### src/rtl/ahb2apb_bridge_pkg.sv
// Shared types and address-map constants for the AHB-Lite to APB bridge.
// Latency: n/a (declarations only).
// Backpressure: n/a.
package ahb_apb_pkg;

    typedef enum logic [1:0] {
        HTRANS_IDLE   = 2'b00,
        HTRANS_BUSY   = 2'b01,
        HTRANS_NONSEQ = 2'b10,
        HTRANS_SEQ    = 2'b11
    } htrans_t;

    localparam logic [1:0] HRESP_OKAY = 2'b00;

    typedef enum logic [1:0] {
        ST_IDLE,
        ST_WWAIT,
        ST_SETUP,
        ST_ACCESS
    } bridge_state_t;

    // Peripheral window: top nibble selects the APB segment, next two bits pick the peripheral.
    localparam logic [3:0] REGION_NIBBLE = 4'h8;
    localparam int         REGION_MSB    = 31;
    localparam int         REGION_LSB    = 28;
    localparam int         IDX_MSB       = 27;
    localparam int         IDX_LSB       = 26;

endpackage

### src/rtl/ahb2apb_bridge_if.sv
// Bundles the AHB-Lite slave side and APB master side of the bridge.
// Latency: n/a (wires only).
// Backpressure: HREADY_OUT carries bridge wait states back to the AHB master.
// Modports: slave = bridge view (AHB slave, APB master); master = fabric/peripheral view.
interface ahb2apb_bridge_if #(
    parameter int ADDR_WIDTH = 32,
    parameter int DATA_WIDTH = 32,
    parameter int NUM_SLAVES = 3
);
    logic [ADDR_WIDTH-1:0] HADDR;
    logic                  HWRITE;
    logic [1:0]            HTRANS;
    logic [DATA_WIDTH-1:0] HWDATA;
    logic [2:0]            HSIZE;
    logic [2:0]            HBURST;
    logic                  HREADY_IN;
    logic                  HREADY_OUT;
    logic [DATA_WIDTH-1:0] HRDATA;
    logic [1:0]            HRESP;
    logic [DATA_WIDTH-1:0] PRDATA;
    logic [NUM_SLAVES-1:0] PSEL;
    logic                  PENABLE;
    logic                  PWRITE;
    logic [ADDR_WIDTH-1:0] PADDR;
    logic [DATA_WIDTH-1:0] PWDATA;

    modport slave (
        input  HADDR, HWRITE, HTRANS, HWDATA, HSIZE, HBURST, HREADY_IN, PRDATA,
        output HREADY_OUT, HRDATA, HRESP, PSEL, PENABLE, PWRITE, PADDR, PWDATA
    );

    modport master (
        output HADDR, HWRITE, HTRANS, HWDATA, HSIZE, HBURST, HREADY_IN, PRDATA,
        input  HREADY_OUT, HRDATA, HRESP, PSEL, PENABLE, PWRITE, PADDR, PWDATA
    );
endinterface

### src/rtl/ahb2apb_bridge_decode.sv
// Combinational AHB address decode: range check, transfer-valid and one-hot peripheral select.
// Latency: 0 cycles (purely combinational).
// Backpressure: none; the caller qualifies valid with its own ready.
// Ports: haddr/htrans/hready_in in; in_range, valid, sel_onehot out.
module ahb_addr_decode
    import ahb_apb_pkg::*;
#(
    parameter int ADDR_WIDTH = 32,
    parameter int NUM_SLAVES = 3
) (
    input  logic [ADDR_WIDTH-1:0] haddr,
    input  logic [1:0]            htrans,
    input  logic                  hready_in,
    output logic                  in_range,
    output logic                  valid,
    output logic [NUM_SLAVES-1:0] sel_onehot
);
    logic [1:0] idx;
    logic       unused_addr;

    // Low address bits only matter to the peripheral, not to the decode.
    assign unused_addr = ^{haddr[IDX_LSB-1:0], htrans[0]};

    always_comb begin
        idx      = haddr[IDX_MSB:IDX_LSB];
        in_range = (haddr[REGION_MSB:REGION_LSB] == REGION_NIBBLE) &&
                   ({1'b0, idx} < 3'(NUM_SLAVES));
        // NONSEQ and SEQ both have bit 1 set; IDLE/BUSY never start a transfer.
        valid    = hready_in && htrans[1] && in_range;
        sel_onehot = '0;
        for (int i = 0; i < NUM_SLAVES; i++) begin
            sel_onehot[i] = (idx == 2'(i));
        end
    end
endmodule

### src/rtl/ahb2apb_bridge.sv
// AHB-Lite slave to APB master bridge; one outstanding transfer, full SETUP/ACCESS per beat.
// Latency: read completes 3 edges after address sample, write 4 (data phase included).
// Backpressure: HREADY_OUT low while an APB transfer is in flight; new addresses ignored then.
// Ports: CLK, HRESET (sync, active-high); bus = AHB slave + APB master signals.
module ahb2apb_bridge
    import ahb_apb_pkg::*;
#(
    parameter int ADDR_WIDTH = 32,
    parameter int DATA_WIDTH = 32,
    parameter int NUM_SLAVES = 3
) (
    input  logic            CLK,
    input  logic            HRESET,
    ahb2apb_bridge_if.slave bus
);
    bridge_state_t         state_q, state_d;
    logic                  hready_out_q, hready_out_d;
    logic [DATA_WIDTH-1:0] hrdata_q, hrdata_d;
    logic [NUM_SLAVES-1:0] psel_q, psel_d;
    logic [NUM_SLAVES-1:0] sel_lat_q, sel_lat_d;
    logic                  penable_q, penable_d;
    logic                  pwrite_q, pwrite_d;
    logic [ADDR_WIDTH-1:0] paddr_q, paddr_d;
    logic [DATA_WIDTH-1:0] pwdata_q, pwdata_d;

    logic                  dec_in_range;
    logic                  dec_valid;
    logic [NUM_SLAVES-1:0] dec_sel;
    logic                  unused_ctrl;

    // Transfer size and burst type do not change how a beat is carried.
    assign unused_ctrl = ^{bus.HSIZE, bus.HBURST, dec_in_range};

    ahb_addr_decode #(
        .ADDR_WIDTH (ADDR_WIDTH),
        .NUM_SLAVES (NUM_SLAVES)
    ) u_decode (
        .haddr      (bus.HADDR),
        .htrans     (bus.HTRANS),
        .hready_in  (bus.HREADY_IN),
        .in_range   (dec_in_range),
        .valid      (dec_valid),
        .sel_onehot (dec_sel)
    );

    always_comb begin
        state_d      = state_q;
        hready_out_d = hready_out_q;
        hrdata_d     = hrdata_q;
        psel_d       = psel_q;
        sel_lat_d    = sel_lat_q;
        penable_d    = penable_q;
        pwrite_d     = pwrite_q;
        paddr_d      = paddr_q;
        pwdata_d     = pwdata_q;

        unique case (state_q)
            ST_IDLE: begin
                if (dec_valid && hready_out_q) begin
                    paddr_d      = bus.HADDR;
                    pwrite_d     = bus.HWRITE;
                    sel_lat_d    = dec_sel;
                    hready_out_d = 1'b0;
                    if (bus.HWRITE) begin
                        // Write data arrives one cycle later, in the AHB data phase.
                        state_d = ST_WWAIT;
                    end else begin
                        state_d = ST_SETUP;
                        psel_d  = dec_sel;
                    end
                end
            end
            ST_WWAIT: begin
                pwdata_d = bus.HWDATA;
                psel_d   = sel_lat_q;
                state_d  = ST_SETUP;
            end
            ST_SETUP: begin
                penable_d = 1'b1;
                state_d   = ST_ACCESS;
            end
            ST_ACCESS: begin
                if (!pwrite_q) begin
                    hrdata_d = bus.PRDATA;
                end
                psel_d       = '0;
                penable_d    = 1'b0;
                hready_out_d = 1'b1;
                state_d      = ST_IDLE;
            end
            default: state_d = ST_IDLE;
        endcase
    end

    always_ff @(posedge CLK) begin
        if (HRESET) begin
            state_q      <= ST_IDLE;
            hready_out_q <= 1'b1;
            hrdata_q     <= '0;
            psel_q       <= '0;
            sel_lat_q    <= '0;
            penable_q    <= 1'b0;
            pwrite_q     <= 1'b0;
            paddr_q      <= '0;
            pwdata_q     <= '0;
        end else begin
            state_q      <= state_d;
            hready_out_q <= hready_out_d;
            hrdata_q     <= hrdata_d;
            psel_q       <= psel_d;
            sel_lat_q    <= sel_lat_d;
            penable_q    <= penable_d;
            pwrite_q     <= pwrite_d;
            paddr_q      <= paddr_d;
            pwdata_q     <= pwdata_d;
        end
    end

    assign bus.HREADY_OUT = hready_out_q;
    assign bus.HRDATA     = hrdata_q;
    assign bus.HRESP      = HRESP_OKAY;
    assign bus.PSEL       = psel_q;
    assign bus.PENABLE    = penable_q;
    assign bus.PWRITE     = pwrite_q;
    assign bus.PADDR      = paddr_q;
    assign bus.PWDATA     = pwdata_q;
endmodule

### src/flat_wrapper.sv
// flat-port wrapper written by rule: the top's interface ports become plain ports
module ahb2apb_bridge_flat import ahb_apb_pkg::*;
#(
    parameter int ADDR_WIDTH = 32,
    parameter int DATA_WIDTH = 32,
    parameter int NUM_SLAVES = 3
)
  (CLK, HRESET, bus_HADDR, bus_HWRITE, bus_HTRANS, bus_HWDATA, bus_HSIZE, bus_HBURST, bus_HREADY_IN, bus_PRDATA, bus_HREADY_OUT, bus_HRDATA, bus_HRESP, bus_PSEL, bus_PENABLE, bus_PWRITE, bus_PADDR, bus_PWDATA);
  ahb2apb_bridge_if #(.ADDR_WIDTH(ADDR_WIDTH), .DATA_WIDTH(DATA_WIDTH), .NUM_SLAVES(NUM_SLAVES)) bus_i ();
  input  logic CLK;
  input  logic HRESET;
  input wire logic [$bits(bus_i.HADDR)-1:0] bus_HADDR;
  input wire logic [$bits(bus_i.HWRITE)-1:0] bus_HWRITE;
  input wire logic [$bits(bus_i.HTRANS)-1:0] bus_HTRANS;
  input wire logic [$bits(bus_i.HWDATA)-1:0] bus_HWDATA;
  input wire logic [$bits(bus_i.HSIZE)-1:0] bus_HSIZE;
  input wire logic [$bits(bus_i.HBURST)-1:0] bus_HBURST;
  input wire logic [$bits(bus_i.HREADY_IN)-1:0] bus_HREADY_IN;
  input wire logic [$bits(bus_i.PRDATA)-1:0] bus_PRDATA;
  output wire logic [$bits(bus_i.HREADY_OUT)-1:0] bus_HREADY_OUT;
  output wire logic [$bits(bus_i.HRDATA)-1:0] bus_HRDATA;
  output wire logic [$bits(bus_i.HRESP)-1:0] bus_HRESP;
  output wire logic [$bits(bus_i.PSEL)-1:0] bus_PSEL;
  output wire logic [$bits(bus_i.PENABLE)-1:0] bus_PENABLE;
  output wire logic [$bits(bus_i.PWRITE)-1:0] bus_PWRITE;
  output wire logic [$bits(bus_i.PADDR)-1:0] bus_PADDR;
  output wire logic [$bits(bus_i.PWDATA)-1:0] bus_PWDATA;
  assign bus_i.HADDR = bus_HADDR;
  assign bus_i.HWRITE = bus_HWRITE;
  assign bus_i.HTRANS = bus_HTRANS;
  assign bus_i.HWDATA = bus_HWDATA;
  assign bus_i.HSIZE = bus_HSIZE;
  assign bus_i.HBURST = bus_HBURST;
  assign bus_i.HREADY_IN = bus_HREADY_IN;
  assign bus_i.PRDATA = bus_PRDATA;
  assign bus_HREADY_OUT = bus_i.HREADY_OUT;
  assign bus_HRDATA = bus_i.HRDATA;
  assign bus_HRESP = bus_i.HRESP;
  assign bus_PSEL = bus_i.PSEL;
  assign bus_PENABLE = bus_i.PENABLE;
  assign bus_PWRITE = bus_i.PWRITE;
  assign bus_PADDR = bus_i.PADDR;
  assign bus_PWDATA = bus_i.PWDATA;
  ahb2apb_bridge #(.ADDR_WIDTH(ADDR_WIDTH), .DATA_WIDTH(DATA_WIDTH), .NUM_SLAVES(NUM_SLAVES)) u_core (.CLK(CLK), .HRESET(HRESET), .bus(bus_i));
endmodule
### config.mk
export PLATFORM = sky130hd
export DESIGN_NAME = ahb2apb_bridge_flat
export DESIGN_NICKNAME = d
export VERILOG_FILES = /design/src/rtl/ahb2apb_bridge_pkg.sv /design/src/rtl/ahb2apb_bridge_if.sv /design/src/rtl/ahb2apb_bridge_decode.sv /design/src/rtl/ahb2apb_bridge.sv /design/src/flat_wrapper.sv
export SDC_FILE = /design/constraint.sdc
export NUM_CORES = 1
export LEC_CHECK = 0
export CAP_MARGIN = 15
export CORE_MARGIN = 8
export CORE_UTILIZATION = 35
export CTS_CLUSTER_DIAMETER = 60
export CTS_CLUSTER_SIZE = 30
export DETAILED_ROUTE_END_ITERATION = 8
export PLACE_DENSITY = 0.73
export SETUP_SLACK_MARGIN = 0.02
export SLEW_MARGIN = 25
export SYNTH_ARGS = -nofsm -noshare
export SYNTH_HDL_FRONTEND = slang
export SYNTH_SLANG_ARGS = --single-unit
### constraint.sdc
create_clock -name CLK -period 1.9 [get_ports CLK]
set_clock_uncertainty 0.05 [all_clocks]
set_input_delay 0.475 -clock CLK [delete_from_list [all_inputs] [get_ports CLK]]
set_output_delay 0.475 -clock CLK [all_outputs]
set_load 0.01 [all_outputs]
==> results of run 1 <==
## placed cells by master, fill, tap and decap left out, types with 4 or more instances in the layout
| master | instances |
|---|---|
| clkdlybuf4s50_1 | 201 |
| dfxtp_1 | 107 |
| nor2_1 | 71 |
| nand2_1 | 70 |
| mux2i_1 | 62 |
| a21oi_1 | 38 |
| buf_4 | 16 |
| clkbuf_16 | 11 |
| inv_1 | 7 |
| ha_1 | 4 |
## cell families (layout without fill, tap and decap cells)
logic type,after synthesis,in the layout,synth area share [%]
fa+ha+maj,5,5,1.58
other cells,1,2,0.0949
compound gates,46,46,6.43
flops,107,107,54.2
simple gates,156,156,16.3
buf+inv,36,245,4.84
mux,65,65,16.6
## per-layer routing
metal  GRT usage, %  up-vias  part of all wire [%]
met2           24.6      154                    46
met5              0        -                     0
met1           16.2     1638                    39
met4           6.47        0                   1.8
met3           7.82       14                    13
li1               -     1779                     -
## report_power, final
| group | total [µW] | switching (µW) | internal (µW) |
|---|---|---|---|
| Clock | 2000 | 798 | 1200 |
| Sequential | 2590 | 122 | 2460 |
| Combinational | 1660 | 734 | 928 |
## cell type report
cell class                      instances  share of cell area, %
Clock buffer                           11                   3.71
Clock inverter                          5                   1.30
Sequential cell                       107                   32.7
Tap cell                              143                   2.73
Inverter                                7                  0.401
Timing Repair Buffer                  222                   34.2
Multi-Input combinational cell        274                   24.9
## flip-flops by register name, summed over array words and instances, names as in the netlist
name,count
u_core.bus.HRDATA,32
u_core.bus.PADDR,32
u_core.bus.PWDATA,32
u_core.bus.PSEL,3
u_core.sel_lat_q,3
u_core.state_q,2
u_core.bus.HREADY_OUT,1
u_core.bus.PENABLE,1
u_core.bus.PWRITE,1
## worst reg2reg max path, delay by kind of cell, from the launching register on
| kind | cells | cell delay (ps) |
|---|---|---|
| flip-flops | 1 | 380 |
| AND/OR/NAND/NOR | 3 | 480 |
| multiplexers | 1 | 200 |
| adder cells (fa/ha/maj) | 1 | 230 |
| buffers and inverters | 2 | 310 |
## per-stage QoR
stage / total power [µW] / TNS (ps) / cells / cell area [µm²] / setup slack (ps)
3_3_place_gp: 4250 / -3240 / 751 / 6170 / -158
3_5_place_dp: 4300 / -4380 / 751 / 6170 / -172
2_1_floorplan: 3460 / 0 / 417 / 3960 / 237
5_1_grt: 6570 / 0 / 769 / 6550 / 20.8
6_report: 6240 / 0 / 769 / 6550 / 86.8
4_1_cts: 6340 / 0 / 767 / 6490 / 56.3
## worst paths after layout
path	endpoint	slack, ps	cells past startpoint
worst min register to register	u_core.bus.PADDR[31]$_SDFFE_PP0P_	400	2
worst min-delay path	u_core.bus.PADDR[31]$_SDFFE_PP0P_	400	2
worst max-delay path	bus_PWRITE	90	1
worst max register to register	u_core.bus.PADDR[1]$_SDFFE_PP0P_	150	7
## timing repair
item | in CTS | in global routing
setup endpoints to repair | 0 | 3
hold buffers | 0 | 0
resized for setup | 0 | 1
==> metrics.yaml, run 1 <==
ys_async_sr_fraction_pct: 0
drt_wl_total_um: 12100
p_leak_uw: 0.00263
place.port_buffers: 202
ys_ff_latch: 107
powerDensity_nw_per_um2: 953
worstMarginPinSlew_ps: 501
rsz0062_at_grt: "no"
synthToLayoutAreaGrowth_pct: 65.8
io_pins: 212
grt_pass1_vias: 3656
cts_setup_buffers: 0
fin_crit_ps: 1810
overflow: 0
fill_cells: 977
grtUsageTotal_pct: 15.1
finalCritPeriodShare_pct: 95.4
antenna_found_initial: 0
die_height_um: 122
syn_inst: 416
wire_per_inst_um: 15.7
cts_tree: "done"
cp-start-kind: "flip-flop"
htreeDepth: 3
register_area_um2: 2140
dr.pass1.iters: 4
holdCritStartpoint: "u_core.bus.PADDR[31]$_SDFFE_PP0P_"
path_delay_family: "buffers and inverters"
r2r_start: "u_core.state_q[0]$_SDFFE_PP0P_"
rows: 39
synthTopCellsByCount: "dfxtp_1 (107), nor2_1 (71), nand2_1 (70), mux2i_1 (62), a21oi_1 (38)"
cap_violations: 0
drt-initial-drc-count: 194
root_buffer: "clkbuf_16"
synth_edf_count: 0
worstPathRequired_ps: 1370
startpoint: "u_core.bus.PWRITE$_SDFFE_PP0P_"
grt_max_degree: 45
critical_path_buf_inv_count: 1
drv_slew: 0
hp-class: "flip-flop to flip-flop"
gp_congestion: 0.758
hold_ws_ps: 398
drive_above_1_share_pct: 7.03
synth.top_cell.area_share_pct: 54.2
post_synth_num_cell_types: 30
drc: 0
final_antenna_net_count: 0
initial_utilization_pct: 35.2
grt_pass1_wl_um: 17900
numCtsBuffers: 9
multi_input_area_um2: 1630
synthTopCellsByArea: "dfxtp_1 (54%), mux2i_1 (16%), nor2_1 (6.7%)"
core-area_um2: 11200
die_w_um: 122
vdd_ir_drop_max_v: 0.000532
die_area_um2: 14900
arrival_ps: 1290
viasPerCell: 4.66
max_stage_delay_ps: 570
path_cells: "clkdlybuf4s50_1"
vias: 3585
mappedNetlistArea_um2: 3950
cts_sinks: 107
max_slew_margin_pct: 66.6
status: "finished clean"
yosys.area.top_type: "dfxtp_1"
cp-end-kind: "primary output"
num_antenna_cells: 0
yosys_warnings: 0
synth-seq-area-share_pct: 54.2
setup_viol: 0
utilization_pct: 58.4
fmaxAchievable_ghz: 0.552
critPathSlowestCell: "clkdlybuf4s50_1"
worst-path-max-fanout: 4
clk_pin_slew_ps: 70
hold_viol_final: 0
synth.avg_cell_area_um2: 9.50
critPathKind: "flip-flop to primary output"
clock_latency_ps: 340
synth.most_common_cell: "dfxtp_1"
cts_buffer_depth: 2
finalNetCount: 734
synth_top_flop_cell: "dfxtp_1"
dp_hpwl_um: 9110
(Power assumes the default switching activity.)
==> run 2, diff against run 1 <==
--- a/config.mk
+++ b/config.mk
@@ -6,7 +6,7 @@
 export NUM_CORES = 1
 export LEC_CHECK = 0
 export CAP_MARGIN = 15
-export CORE_MARGIN = 8
+export CORE_MARGIN = 2
 export CORE_UTILIZATION = 35
 export CTS_CLUSTER_DIAMETER = 60
 export CTS_CLUSTER_SIZE = 30
==> metrics.yaml, run 2 (synthesis gave the netlist of run 1 again) <==
layout_commonest_cell: "clkdlybuf4s50_1"  # unchanged
critical_path_buf_inv_count: 1  # unchanged
numCtsBuffers: 9  # unchanged
num_antenna_cells: 0  # unchanged
grtUsageTotal_pct: 17.4  # was 15.1%
hold_ws_ps: 402  # was 398 ps
drt_wl_total_um: 11000  # was 12100 µm
hold_viol_final: 0  # unchanged
grt_pass1_vias: 3592  # was 3656
path_cells: "clkdlybuf4s50_1"  # unchanged
antenna_found_initial: 0  # unchanged
core-area_um2: 10900  # was 11200 µm²
root_buffer: "clkbuf_16"  # unchanged
final_area_um2: 6510  # was 6550 µm²
hold_path_depth: 2  # unchanged
rows: 38  # was 39
fmaxAchievable_ghz: 0.552  # about the same
max_stage_delay_ps: 570  # about the same
cp-start-kind: "flip-flop"  # unchanged
grt_pass1_wl_um: 16400  # was 17900 µm
place_area_um2: 6170  # about the same
dp_hpwl_um: 8130  # was 9110 µm
wire_per_inst_um: 14.3  # was 15.7 µm
clock_latency_ps: 330  # was 340 ps
cts_setup_buffers: 0  # unchanged
worst_hold_path.endpoint: "u_core.bus.PADDR[31]$_SDFFE_PP0P_"  # unchanged
drc: 0  # unchanged
drive_above_1_share_pct: 7.19  # was 7.03%
synthToLayoutAreaGrowth_pct: 64.7  # was 65.8%
finalNetCount: 734  # unchanged
viasPerCell: 4.68  # was 4.66
overflow: 0  # unchanged
final_antenna_net_count: 0  # unchanged
drv_slew: 0  # unchanged
die_height_um: 110  # was 122 µm
cts_sinks: 107  # unchanged
fin_crit_ps: 1810  # about the same
setup_viol: 0  # unchanged
vdd_ir_drop_max_v: 0.000592  # was 0.000532 V
cts_tree: "done"  # unchanged
initial_utilization_pct: 36.1  # was 35.2%
r2r_slack_ps: 170  # was 150 ps
holdCritStartpoint: "u_core.bus.PADDR[31]$_SDFFE_PP0P_"  # unchanged
cts_buffer_depth: 2  # unchanged
r2r_start: "u_core.state_q[0]$_SDFFE_PP0P_"  # unchanged
path_depth: 1  # unchanged
die_w_um: 110  # was 122 µm
clk_pin_slew_ps: 70  # about the same
reg2reg_depth: 7  # unchanged
io_pins: 212  # unchanged
worstMarginPinSlew_ps: 528  # was 501 ps
finalCritPeriodShare_pct: 95.3  # was 95.4%
vias: 3585  # unchanged
critPathSlowestCell: "clkdlybuf4s50_1"  # unchanged
die_area_um2: 12200  # was 14900 µm²
layout.cells.most_common_list: "clkdlybuf4s50_1 (201), dfxtp_1 (105), nor2_1 (71)"  # was clkdlybuf4s50_1 (201), dfxtp_1 (107), nor2_1 (71)
max_slew_margin_pct: 64.8  # was 66.6%
gp_congestion: 0.772  # was 0.758
hp-class: "flip-flop to flip-flop"  # unchanged
worstPathRequired_ps: 1370  # about the same
arrival_ps: 1290  # about the same
p_leak_uw: 0.00262  # was 0.00263 µW
r2r-end: "u_core.bus.PADDR[3]$_SDFFE_PP0P_"  # was u_core.bus.PADDR[1]$_SDFFE_PP0P_
finalPower_uw: 6200  # was 6240 µW
path_delay_family: "buffers and inverters"  # unchanged
status: "finished clean"  # unchanged
fill_cells: 938  # was 977
place.port_buffers: 202  # unchanged
critPathKind: "flip-flop to primary output"  # unchanged
grt_max_degree: 50  # was 45
drt-initial-drc-count: 131  # was 194
dr.pass1.iters: 6  # was 4
htreeDepth: 3  # unchanged
powerDensity_nw_per_um2: 952  # was 953 nW/µm²
rsz0062_at_grt: "no"  # unchanged
worst-path-max-fanout: 4  # unchanged
cp-end-kind: "primary output"  # unchanged
cap_violations: 0  # unchanged
## run 2: cell count changes in the layout (fill, tap and decap cells not counted), sizes merged
cell and change:
buf +1, clkbuf -1, clkinv +1, inv -1
## run 2: layout make-up
cell class,instances,area (µm²),share of cell area (%)
multi-input combinational,274,1630,25.0
clock buffer,11,233,3.58
clock inverter,5,77.6,1.19
timing repair buffer,222,2220,34.2
sequential,107,2140,33.0
tap,140,175,2.69
inverter,7,26.3,0.404
## run 2: per-stage QoR
stage               utilization [%]  setup WS, ps  setup TNS [ps]  instances
floorplan                         -           237               0        417
detailed placement             56.4          -191           -2890        749
global placement               56.4          -191           -2180        749
CTS                            59.3          61.1               0        765
finish                         59.5          89.4               0        766
global route                   59.5          22.7               0        766
## run 2: worst max-delay path by stage
stage | from | end | slack [ps]
6_report | u_core.bus.PWRITE$_SDFFE_PP0P_ | bus_PWRITE | 90
5_1_grt | u_core.bus.PWRITE$_SDFFE_PP0P_ | bus_PWRITE | 20
4_1_cts | u_core.bus.PWRITE$_SDFFE_PP0P_ | bus_PWRITE | 60
3_5_place_dp | bus_HTRANS[1] | u_core.bus.PSEL[2]$_SDFFE_PP0P_ | -190
3_3_place_gp | bus_HREADY_IN | u_core.bus.PSEL[0]$_SDFFE_PP0P_ | -190
2_1_floorplan | u_core.state_q[0]$_SDFFE_PP0P_ | u_core.bus.PADDR[10]$_SDFFE_PP0P_ | 240
## run 2: what timing repair did
item / 4_1_cts / 5_1_grt
setup endpoints to repair: 0 / 11
gates resized for setup: 0 / 2
hold buffers: 0 / 0
## run 2: metal layers
metal,track usage [%],vias up,wire length (µm)
li1,-,1773,-
met1,17.7,1635,4310
met2,31.0,166,5100
met3,8.70,11,1430
met4,5.36,0,130
met5,0,-,0
## run 2: where the power goes
part | internal, µW | switching, µW | total (µW)
Sequential | 2470 | 124 | 2590
Clock | 1150 | 792 | 1940
Combinational | 934 | 729 | 1660
Total | 4550 | 1640 | 6200
==> run 3, diff against run 2 <==
--- a/config.mk
+++ b/config.mk
@@ -13,7 +13,7 @@
 export DETAILED_ROUTE_END_ITERATION = 8
 export PLACE_DENSITY = 0.73
 export SETUP_SLACK_MARGIN = 0.02
-export SLEW_MARGIN = 25
+export SLEW_MARGIN = 20
 export SYNTH_ARGS = -nofsm -noshare
 export SYNTH_HDL_FRONTEND = slang
 export SYNTH_SLANG_ARGS = --single-unit
==> results of run 3 <==
The final DEF is identical to that of run 2; final timing and power are the same.
